===== config.mk =====
export PLATFORM = sky130hd
export DESIGN_NAME = hazard_ctrl_flat
export DESIGN_NICKNAME = d
export VERILOG_FILES = /design/src/rtl/hazard_ctrl_if.sv /design/src/rtl/hazard_ctrl.sv /design/src/flat_wrapper.sv
export SDC_FILE = /design/constraint.sdc
export NUM_CORES = 1
export LEC_CHECK = 0
export BUFFER_PORTS_ARGS = -buffer_cell sky130_fd_sc_hd__buf_2
export CORE_ASPECT_RATIO = 0.6
export CORE_UTILIZATION = 30
export DETAILED_ROUTE_END_ITERATION = 8
export PLACE_DENSITY = 0.5
export SETUP_SLACK_MARGIN = 0.05
export SLEW_MARGIN = 10
export SYNTH_ARGS = -nofsm -noshare
export SYNTH_HDL_FRONTEND = slang
export SYNTH_SLANG_ARGS = --single-unit
export TNS_END_PERCENT = 100

===== constraint.sdc =====
create_clock -name clk -period 3.7 [get_ports clk]
set_clock_uncertainty 0.2 [all_clocks]
set_input_delay 0.74 -clock clk [delete_from_list [all_inputs] [get_ports clk]]
set_output_delay 0.74 -clock clk [all_outputs]
set_load 0.1 [all_outputs]

===== src/rtl/hazard_ctrl_if.sv =====
// Pipeline-side signal bundle for the hazard/stall controller.
// The pipeline is the master: it drives the ID/EX decode info and consumes stall/flush.
interface hazard_ctrl_if;
  logic [4:0] rf_ra0_id;
  logic [4:0] rf_ra1_id;
  logic       rf_re0_id;
  logic       rf_re1_id;
  logic       rf_we_id;
  logic [4:0] rf_wa_id;
  logic       is_div_id;
  logic       rf_we_ex;
  logic [4:0] rf_wa_ex;
  logic       mem_rd_ex;
  logic       div_start_ex;
  logic       br_taken_ex;
  logic       stall_if;
  logic       stall_id;
  logic       flush_id;
  logic       flush_ex;
  logic       div_busy;
  logic       div_wb_valid;
  logic [4:0] div_wb_addr;
  logic       div_err;

  modport master (
    output rf_ra0_id, rf_ra1_id, rf_re0_id, rf_re1_id, rf_we_id, rf_wa_id, is_div_id,
           rf_we_ex, rf_wa_ex, mem_rd_ex, div_start_ex, br_taken_ex,
    input  stall_if, stall_id, flush_id, flush_ex, div_busy, div_wb_valid, div_wb_addr, div_err
  );

  modport slave (
    input  rf_ra0_id, rf_ra1_id, rf_re0_id, rf_re1_id, rf_we_id, rf_wa_id, is_div_id,
           rf_we_ex, rf_wa_ex, mem_rd_ex, div_start_ex, br_taken_ex,
    output stall_if, stall_id, flush_id, flush_ex, div_busy, div_wb_valid, div_wb_addr, div_err
  );
endinterface


===== src/rtl/hazard_ctrl.sv =====
// Hazard and stall controller for the 5-stage core.
// Covers load-use, the divider register scoreboard (RAW/WAW/structural) and taken-branch
// flushes; forwarding handles every other data hazard in EX.
module hazard_ctrl #(
  parameter int DIV_LAT = 8,
  parameter int CNT_W   = 5
) (
  input  logic         clk,
  input  logic         rst,
  hazard_ctrl_if.slave hz
);

  logic [31:0]      pending;
  logic [31:0]      pending_nxt;
  logic [CNT_W-1:0] div_cnt;
  logic [4:0]       div_dst;
  logic             div_busy;
  logic             div_done;
  logic             issue_ok;
  logic             issue_bad;
  logic             load_use;
  logic             sb_hit;
  logic             hold;

  assign div_busy  = (div_cnt != '0);
  assign div_done  = (div_cnt == CNT_W'(1));
  assign issue_ok  = hz.div_start_ex & ~div_busy;
  assign issue_bad = hz.div_start_ex & div_busy;

  // Hazard detection: load result not forwardable yet, or operand/destination still owned by the divider.
  always_comb begin
    load_use = hz.rf_we_ex & hz.mem_rd_ex & (hz.rf_wa_ex != 5'd0) &
               ((hz.rf_re0_id & (hz.rf_ra0_id == hz.rf_wa_ex)) |
                (hz.rf_re1_id & (hz.rf_ra1_id == hz.rf_wa_ex)));
    sb_hit   = (hz.rf_re0_id & pending[hz.rf_ra0_id]) |
               (hz.rf_re1_id & pending[hz.rf_ra1_id]) |
               (hz.rf_we_id  & pending[hz.rf_wa_id])  |
               (hz.is_div_id & div_busy);
    hold     = load_use | sb_hit;
  end

  // Stall/flush enables; a taken branch squashes the ID instruction so its hazards are moot.
  always_comb begin
    hz.stall_if = 1'b0;
    hz.stall_id = 1'b0;
    hz.flush_id = 1'b0;
    hz.flush_ex = 1'b0;
    if (hz.br_taken_ex) begin
      hz.flush_id = 1'b1;
      hz.flush_ex = 1'b1;
    end else if (hold) begin
      hz.stall_if = 1'b1;
      hz.stall_id = 1'b1;
      hz.flush_ex = 1'b1;
    end
  end

  // Scoreboard update: completion clears first, a new issue sets after so set wins.
  always_comb begin
    pending_nxt = pending;
    if (div_done)
      pending_nxt[div_dst] = 1'b0;
    if (issue_ok && hz.rf_wa_ex != 5'd0)
      pending_nxt[hz.rf_wa_ex] = 1'b1;
    pending_nxt[0] = 1'b0;
  end

  // Divider tracking: countdown, destination capture, writeback announcement, sticky error.
  always_ff @(posedge clk or posedge rst) begin
    if (rst) begin
      pending         <= '0;
      div_cnt         <= '0;
      div_dst         <= '0;
      hz.div_wb_valid <= 1'b0;
      hz.div_wb_addr  <= '0;
      hz.div_err      <= 1'b0;
    end else begin
      pending         <= pending_nxt;
      hz.div_wb_valid <= div_done;
      if (div_done)
        hz.div_wb_addr <= div_dst;
      if (issue_ok) begin
        div_cnt <= CNT_W'(DIV_LAT);
        div_dst <= hz.rf_wa_ex;
      end else if (div_busy) begin
        div_cnt <= div_cnt - CNT_W'(1);
      end
      if (issue_bad)
        hz.div_err <= 1'b1;
    end
  end

  assign hz.div_busy = div_busy;

endmodule


===== src/flat_wrapper.sv =====
// flat-port wrapper written by rule: the top's interface ports become plain ports
module hazard_ctrl_flat 
#(
  parameter int DIV_LAT = 8,
  parameter int CNT_W   = 5
)
  (clk, rst, hz_rf_ra0_id, hz_rf_ra1_id, hz_rf_re0_id, hz_rf_re1_id, hz_rf_we_id, hz_rf_wa_id, hz_is_div_id, hz_rf_we_ex, hz_rf_wa_ex, hz_mem_rd_ex, hz_div_start_ex, hz_br_taken_ex, hz_stall_if, hz_stall_id, hz_flush_id, hz_flush_ex, hz_div_busy, hz_div_wb_valid, hz_div_wb_addr, hz_div_err);
  hazard_ctrl_if hz_i ();
  input  logic clk;
  input  logic rst;
  input wire logic [$bits(hz_i.rf_ra0_id)-1:0] hz_rf_ra0_id;
  input wire logic [$bits(hz_i.rf_ra1_id)-1:0] hz_rf_ra1_id;
  input wire logic [$bits(hz_i.rf_re0_id)-1:0] hz_rf_re0_id;
  input wire logic [$bits(hz_i.rf_re1_id)-1:0] hz_rf_re1_id;
  input wire logic [$bits(hz_i.rf_we_id)-1:0] hz_rf_we_id;
  input wire logic [$bits(hz_i.rf_wa_id)-1:0] hz_rf_wa_id;
  input wire logic [$bits(hz_i.is_div_id)-1:0] hz_is_div_id;
  input wire logic [$bits(hz_i.rf_we_ex)-1:0] hz_rf_we_ex;
  input wire logic [$bits(hz_i.rf_wa_ex)-1:0] hz_rf_wa_ex;
  input wire logic [$bits(hz_i.mem_rd_ex)-1:0] hz_mem_rd_ex;
  input wire logic [$bits(hz_i.div_start_ex)-1:0] hz_div_start_ex;
  input wire logic [$bits(hz_i.br_taken_ex)-1:0] hz_br_taken_ex;
  output wire logic [$bits(hz_i.stall_if)-1:0] hz_stall_if;
  output wire logic [$bits(hz_i.stall_id)-1:0] hz_stall_id;
  output wire logic [$bits(hz_i.flush_id)-1:0] hz_flush_id;
  output wire logic [$bits(hz_i.flush_ex)-1:0] hz_flush_ex;
  output wire logic [$bits(hz_i.div_busy)-1:0] hz_div_busy;
  output wire logic [$bits(hz_i.div_wb_valid)-1:0] hz_div_wb_valid;
  output wire logic [$bits(hz_i.div_wb_addr)-1:0] hz_div_wb_addr;
  output wire logic [$bits(hz_i.div_err)-1:0] hz_div_err;
  assign hz_i.rf_ra0_id = hz_rf_ra0_id;
  assign hz_i.rf_ra1_id = hz_rf_ra1_id;
  assign hz_i.rf_re0_id = hz_rf_re0_id;
  assign hz_i.rf_re1_id = hz_rf_re1_id;
  assign hz_i.rf_we_id = hz_rf_we_id;
  assign hz_i.rf_wa_id = hz_rf_wa_id;
  assign hz_i.is_div_id = hz_is_div_id;
  assign hz_i.rf_we_ex = hz_rf_we_ex;
  assign hz_i.rf_wa_ex = hz_rf_wa_ex;
  assign hz_i.mem_rd_ex = hz_mem_rd_ex;
  assign hz_i.div_start_ex = hz_div_start_ex;
  assign hz_i.br_taken_ex = hz_br_taken_ex;
  assign hz_stall_if = hz_i.stall_if;
  assign hz_stall_id = hz_i.stall_id;
  assign hz_flush_id = hz_i.flush_id;
  assign hz_flush_ex = hz_i.flush_ex;
  assign hz_div_busy = hz_i.div_busy;
  assign hz_div_wb_valid = hz_i.div_wb_valid;
  assign hz_div_wb_addr = hz_i.div_wb_addr;
  assign hz_div_err = hz_i.div_err;
  hazard_ctrl #(.DIV_LAT(DIV_LAT), .CNT_W(CNT_W)) u_core (.clk(clk), .rst(rst), .hz(hz_i));
endmodule

# ---- Word-level counts from Yosys, hierarchy flattened
# Cells that the tools add are included.
dict set report op_classes {
  n_addsub 1
  magnitude_cmp 7
  n_eq_ne 3
  muxes 18
  n_bitwise 20
  reduce_logical 6
}
# cell n
set op_table {}
lappend op_table {{$mux 32} 2}
lappend op_table {{$and 32x32->32} 1}
lappend op_table {{$not 32->32} 1}
lappend op_table {{$or 32x32->32} 1}
lappend op_table {{$lt 5x6->1 const B} 5}
lappend op_table {{$bmux 1 s5} 3}
lappend op_table {{$and 1x1->1} 11}
lappend op_table {{$demux 1 s5} 2}
lappend op_table {{$eq 5x5->1} 2}
lappend op_table {{$ge 5x1->1 const B} 2}
lappend op_table {{$mux 5} 2}
lappend op_table {{$reduce_bool 5->1} 2}
lappend op_table {{$mux 1} 9}
lappend op_table {{$eq 5x1->1 const B} 1}
lappend op_table {{$or 1x1->1} 5}
lappend op_table {{$sub 5x1->5 const B} 1}
lappend op_table {{$logic_and 1x1->1} 3}
lappend op_table {{$reduce_bool 2->1} 1}
lappend op_table {{$not 1->1} 1}
dict set report word_totals {
  reg_bits 48
  inputBits 30
  elab_cells 61
}

# ---- Depth between registers and ports, before layout
dict set report depth {
  depth_word 9
  depth_mapped 9
}

# ---- Worst setup path after synthesis
# No wires, ideal clock.
dict set report synth_path {
  path_type {input -> output}
  from {input port hz_rf_wa_id[0]}
  to {output port hz_stall_if}
  arrival_ns 3.971
  required_ns 2.760
  slack_ns -1.211
  stages 7
  path_cell_list {clkbuf_1 -> mux4_2 -> nor3_1 -> o311a_1 -> a31oi_1 -> a21oi_1 -> buf_4}
}
dict set report synth_via {
  elab_chain_cells 8
}
# element line_no
set synth_lines {}
lappend synth_lines {{from (decl)} flat_wrapper.sv:16} ;# input wire logic [$bits(hz_i.rf_wa_id)-1:0] hz_rf_wa_id;
lappend synth_lines {{$bmux 1 s5} hazard_ctrl.sv:37} ;# (hz.rf_we_id & pending[hz.rf_wa_id]) |
lappend synth_lines {{$mux 1 (not written as such)} hazard_ctrl.sv:37}
lappend synth_lines {{$and 1x1->1} hazard_ctrl.sv:37}
lappend synth_lines {{$or 1x1->1} hazard_ctrl.sv:36} ;# (hz.rf_re1_id & pending[hz.rf_ra1_id]) |
lappend synth_lines {{$or 1x1->1} hazard_ctrl.sv:37}
lappend synth_lines {{$or 1x1->1} hazard_ctrl.sv:39} ;# hold = load_use | sb_hit;
lappend synth_lines {{$mux 1 (2 in a row)} --}
lappend synth_lines {{to (decl)} flat_wrapper.sv:23} ;# output wire logic [$bits(hz_i.stall_if)-1:0] hz_stall_if;
# Every way passes these cells. The select of a mux whose other input is x is not followed.

# ---- Final worst setup path
dict set report layout_path {
  from {input port hz_rf_ra0_id[0]}
  to {output port hz_flush_ex}
}
dict set report layout_via {
  elab_chain_cells 9
  elab_cells_between_ends 13
  cone_classes {eq/ne: 1; mux: 4; bitwise: 8}
}
# element line_no
set layout_lines {}
lappend layout_lines {{from (decl)} flat_wrapper.sv:11} ;# input wire logic [$bits(hz_i.rf_ra0_id)-1:0] hz_rf_ra0_id;
lappend layout_lines {{$bmux 1 s5} hazard_ctrl.sv:35} ;# sb_hit = (hz.rf_re0_id & pending[hz.rf_ra0_id]) |
lappend layout_lines {{$mux 1 (not written as such)} hazard_ctrl.sv:35}
lappend layout_lines {{$and 1x1->1} hazard_ctrl.sv:35}
lappend layout_lines {{$or 1x1->1} hazard_ctrl.sv:35}
lappend layout_lines {{$or 1x1->1} hazard_ctrl.sv:36}
lappend layout_lines {{$or 1x1->1} hazard_ctrl.sv:37}
lappend layout_lines {{$or 1x1->1 *} hazard_ctrl.sv:39}
lappend layout_lines {{$mux 1 *} hazard_ctrl.sv:51} ;# end else if (hold) begin
lappend layout_lines {{$mux 1 *} hazard_ctrl.sv:48} ;# if (hz.br_taken_ex) begin
lappend layout_lines {{to (decl)} flat_wrapper.sv:26} ;# output wire logic [$bits(hz_i.flush_ex)-1:0] hz_flush_ex;
# Every way passes the cells marked *; elsewhere a longest branch is shown, timed or not. The select of a mux whose other input is x is not followed.

==> key figures <==
Detailed routing
  – Drt pass-1 iters: 4
  – Initial DRC Count: 232
  – Final wirelength: 9160 um
  – Via/cell ratio: 5.48
  – Drt drc: 0
  – DRT antenna net count: 0
  – WL/cell: 19.9 um
  – Vias: 2528

Pwr
  – Comb pwr share: 36.5%
  – Cell internal pwr: 0.00138 W
  – Total power: 0.00234 W
  – Leakage power: 1.39 nW
  – Part of the power in registers: 37.9%
  – Pwr Density: 647 nW/um2
  – Clock power frac: 25.6%
  – Switching share of power: 40.9%
  – Max IR drop VDD: 0.504 mV
  – Switching pwr: 0.000958 W

Finish
  – Cell area after layout: 3620 um2
  – Fin nets: 363
  – Final core utilization: 38.2%
  – Layout area overhead: 19.8%
  – Number of diodes: 0
  – Share of layout cells above drive strength 1: 28.7%
  – Filler cell count: 938

Clock tree
  – CTS max path bufs: 2
  – CTS Root Cell: clkbuf_16
  – Total CTS buffers: 5
  – Clock latency at the later pin of the worst-skew pair: 290 ps
  – H-tree levels: 2
  – Hold Buf Count CTS: 0
  – Worst-path clk slew: 60 ps
  – CTS tree: built
  – # clock sinks: 48
  – Post-CTS Setup Bufs: 0

STA
  – Finish-stage setup viols: 0
  – Final min period: 3520 ps
  – Slew Limit Fails: 0
  – Worst-margin pin slew: 1000 ps
  – Worst rel slew slack: 32.9%
  – Setup WS post-layout: 176 ps
  – Peak Freq: 0.284 GHz
  – RSZ-0062 raised after global routing: no
  – Final period util: 95.2%
  – Final hold vios: 0

Synth
  – Syn Inst Count: 292
  – Seq/Total Area, Yosys: 39.8%
  – FF+latch count, synth: 48
  – Syn_area_per_cell: 10.3 um2
  – Post-synth net total: 325
  – Count of cell types in the netlist: 46
  – Mapped Area: 3020 um2
  – Yosys Warn Count: 0

Floorplanning
  – Die ar.: 10500 um2
  – I/O pins: 42
  – Chip Height: 79.7 um
  – Initial cell density of the core: 31.9%
  – Standard-cell rows: 27
  – Core footprint: 9460 um2
  – Chip Width: 131 um

Worst setup path
  – CP Capture Type: output pin
  – Crit path DAT: 2580 ps
  – Max FO, Critical Path: 3
  – Flop-to-flop setup slack: 1100 ps
  – Startpoint types: input port
  – WS Path Type: input port to output pin
  – Worst EP required: 2760 ps

Global routing
  – Initial antenna violation count: 0
  – First-pass GRT wire length: 14600 um
  – Largest net degree at the start of global routing: 49
  – Gr usage total: 18.8%
  – Grt ovf: 0
  – Vias in the first global route: 2443

Placement
  – GPL Wtd Cong: 0.852
  – Number of port buffers: 41
  – Pre-CTS setup slack: 82.1 ps
  – DP Wirelength: 6990 um
  – Area after DPL: 3420 um2

Status
  – Status: complete, no violations

Min path
  – Worst Hold Class: flip-flop to flip-flop

Flow run
  – Max_cap viols: 0
## critical path, stage by stage
cell,delay [ps]
buf_2,130
mux4_2,490
mux2_4,280
and3_4,140
a211o_1,260
a31oi_4,200
nand3b_1,100
buf_4,240
## metrics by stage
stage,hold slack [ps],cells,TNS (ps)
2_1_floorplan,274,292,-287
3_3_place_gp,236,453,0
3_5_place_dp,245,453,0
4_1_cts,267,461,0
5_1_grt,282,461,0
6_report,266,461,0
## synth_stat cells (all sizes together)
| cell | n | area share [%] |
|---|---|---|
| nor2b | 2 | 0.41 |
| nand2 | 31 | 3.9 |
| a31oi | 1 | 0.21 |
| a21boi | 1 | 0.25 |
| nand2b | 1 | 0.21 |
| a211o | 1 | 0.29 |
| a21oi | 8 | 1.3 |
| xor2 | 8 | 2.3 |
| dfrtp | 48 | 40 |
| or3 | 3 | 0.62 |
| or2 | 2 | 0.41 |
| a2bb2oi | 1 | 0.29 |
| nand3b | 9 | 2.2 |
| nor2 | 9 | 1.1 |
| a311oi | 1 | 0.29 |
| nor4 | 2 | 0.41 |
| ha | 3 | 1.2 |
| nor3b | 1 | 0.25 |
| a21o | 2 | 0.50 |
| inv | 6 | 0.75 |
| mux2 | 7 | 2.6 |
| a211oi | 1 | 0.25 |
| o41ai | 1 | 0.29 |
| a22oi | 1 | 0.25 |
| mux2i | 16 | 5.3 |
| mux4 | 20 | 15 |
| o31ai | 1 | 0.25 |
| or4 | 1 | 0.25 |
| o311a | 1 | 0.33 |
| clkbuf | 13 | 1.9 |
| or3b | 3 | 0.87 |
| nand4 | 1 | 0.21 |
| o22ai | 1 | 0.21 |
| nand3 | 7 | 1.2 |
| and3 | 1 | 0.21 |
| o21ai | 61 | 10 |
| buf | 7 | 1.7 |
| nor3 | 5 | 0.83 |
| o311ai | 1 | 0.29 |
| xnor2 | 3 | 0.87 |
## routing by layer
layer | wire (um) | up-vias | GRT usage (%)
met4 | 110 | 0 | 4.77
met3 | 1080 | 14 | 4.83
met5 | 0 | - | 0
met2 | 3210 | 125 | 23.5
li1 | - | 1160 | -
met1 | 4760 | 1229 | 30.2
## layout by cell type (no fill, tap or decap), drive strengths merged, types with 3 or more instances in the layout
cell    Yosys  routed
o21ai      61      61
buf         7      50
dfrtp      48      48
nand2      31      31
mux4       20      20
mux2i      16      16
nor2        9       9
nand3b      9       9
xor2        8       8
a21oi       8       8
nand3       7       7
mux2        7       7
inv         6       7
clkbuf     13       6
nor3        5       5
xnor2       3       3
or3         3       3
or3b        3       3
ha          3       3
## state kept, by name, summed over array words and instances, names as in the netlist
| register | flops |
|---|---|
| u_core.div_cnt | 5 |
| u_core.div_dst | 5 |
| u_core.hz.div_err | 1 |
| u_core.hz.div_wb_addr | 5 |
| u_core.hz.div_wb_valid | 1 |
| u_core.pending | 31 |
## worst paths after layout
path                                                to         startpoint  cells past startpoint
min in group asynchronous       u_core.hz.div_wb_valid                rst                      2
worst min register to register       u_core.hz.div_err  u_core.hz.div_err                      1
max in group asynchronous            u_core.div_cnt[2]                rst                      2
worst min-delay path                 u_core.hz.div_err  u_core.hz.div_err                      1
worst max register to register      u_core.pending[18]  u_core.div_cnt[2]                      6
worst max-delay path                       hz_flush_ex    hz_rf_ra0_id[0]                      8
## power groups by stage
stage | clock (W) | sequential, W | combinational, W
floorplan | 0 | 0.000995 | 0.000510
global placement | 0 | 0.000891 | 0.000841
detailed placement | 0 | 0.000889 | 0.000853
CTS | 0.000606 | 0.000880 | 0.000856
global route | 0.000630 | 0.000911 | 0.000928
finish | 0.000598 | 0.000887 | 0.000854
## cell type report
type | count | area, um2 | share of cell area, %
Clock buffer | 5 | 125 | 3.46
Inverter | 6 | 22.5 | 0.623
Sequential cell | 48 | 1200 | 33.2
Multi-Input combinational cell | 218 | 1720 | 47.6
Tap cell | 130 | 163 | 4.50
Clock inverter | 3 | 68.8 | 1.90
Timing Repair Buffer | 51 | 315 | 8.72
## cells by family after synthesis
group / count (synthesis) / synth area share, %
multiplexers: 43 / 23.2
XOR/XNOR: 11 / 3.19
flip-flops: 48 / 39.8
AO/OA/AOI/OAI: 83 / 15.1
buffers and inverters: 26 / 4.35
adder cells (fa/ha/maj): 3 / 1.24
AND/OR/NAND/NOR: 78 / 13.1
## timing repair
action,4_1_cts,5_1_grt
hold endpoints to repair,0,0
setup endpoints to repair,0,3
resized for setup,0,3
Power figures use the tool's default switching activity.
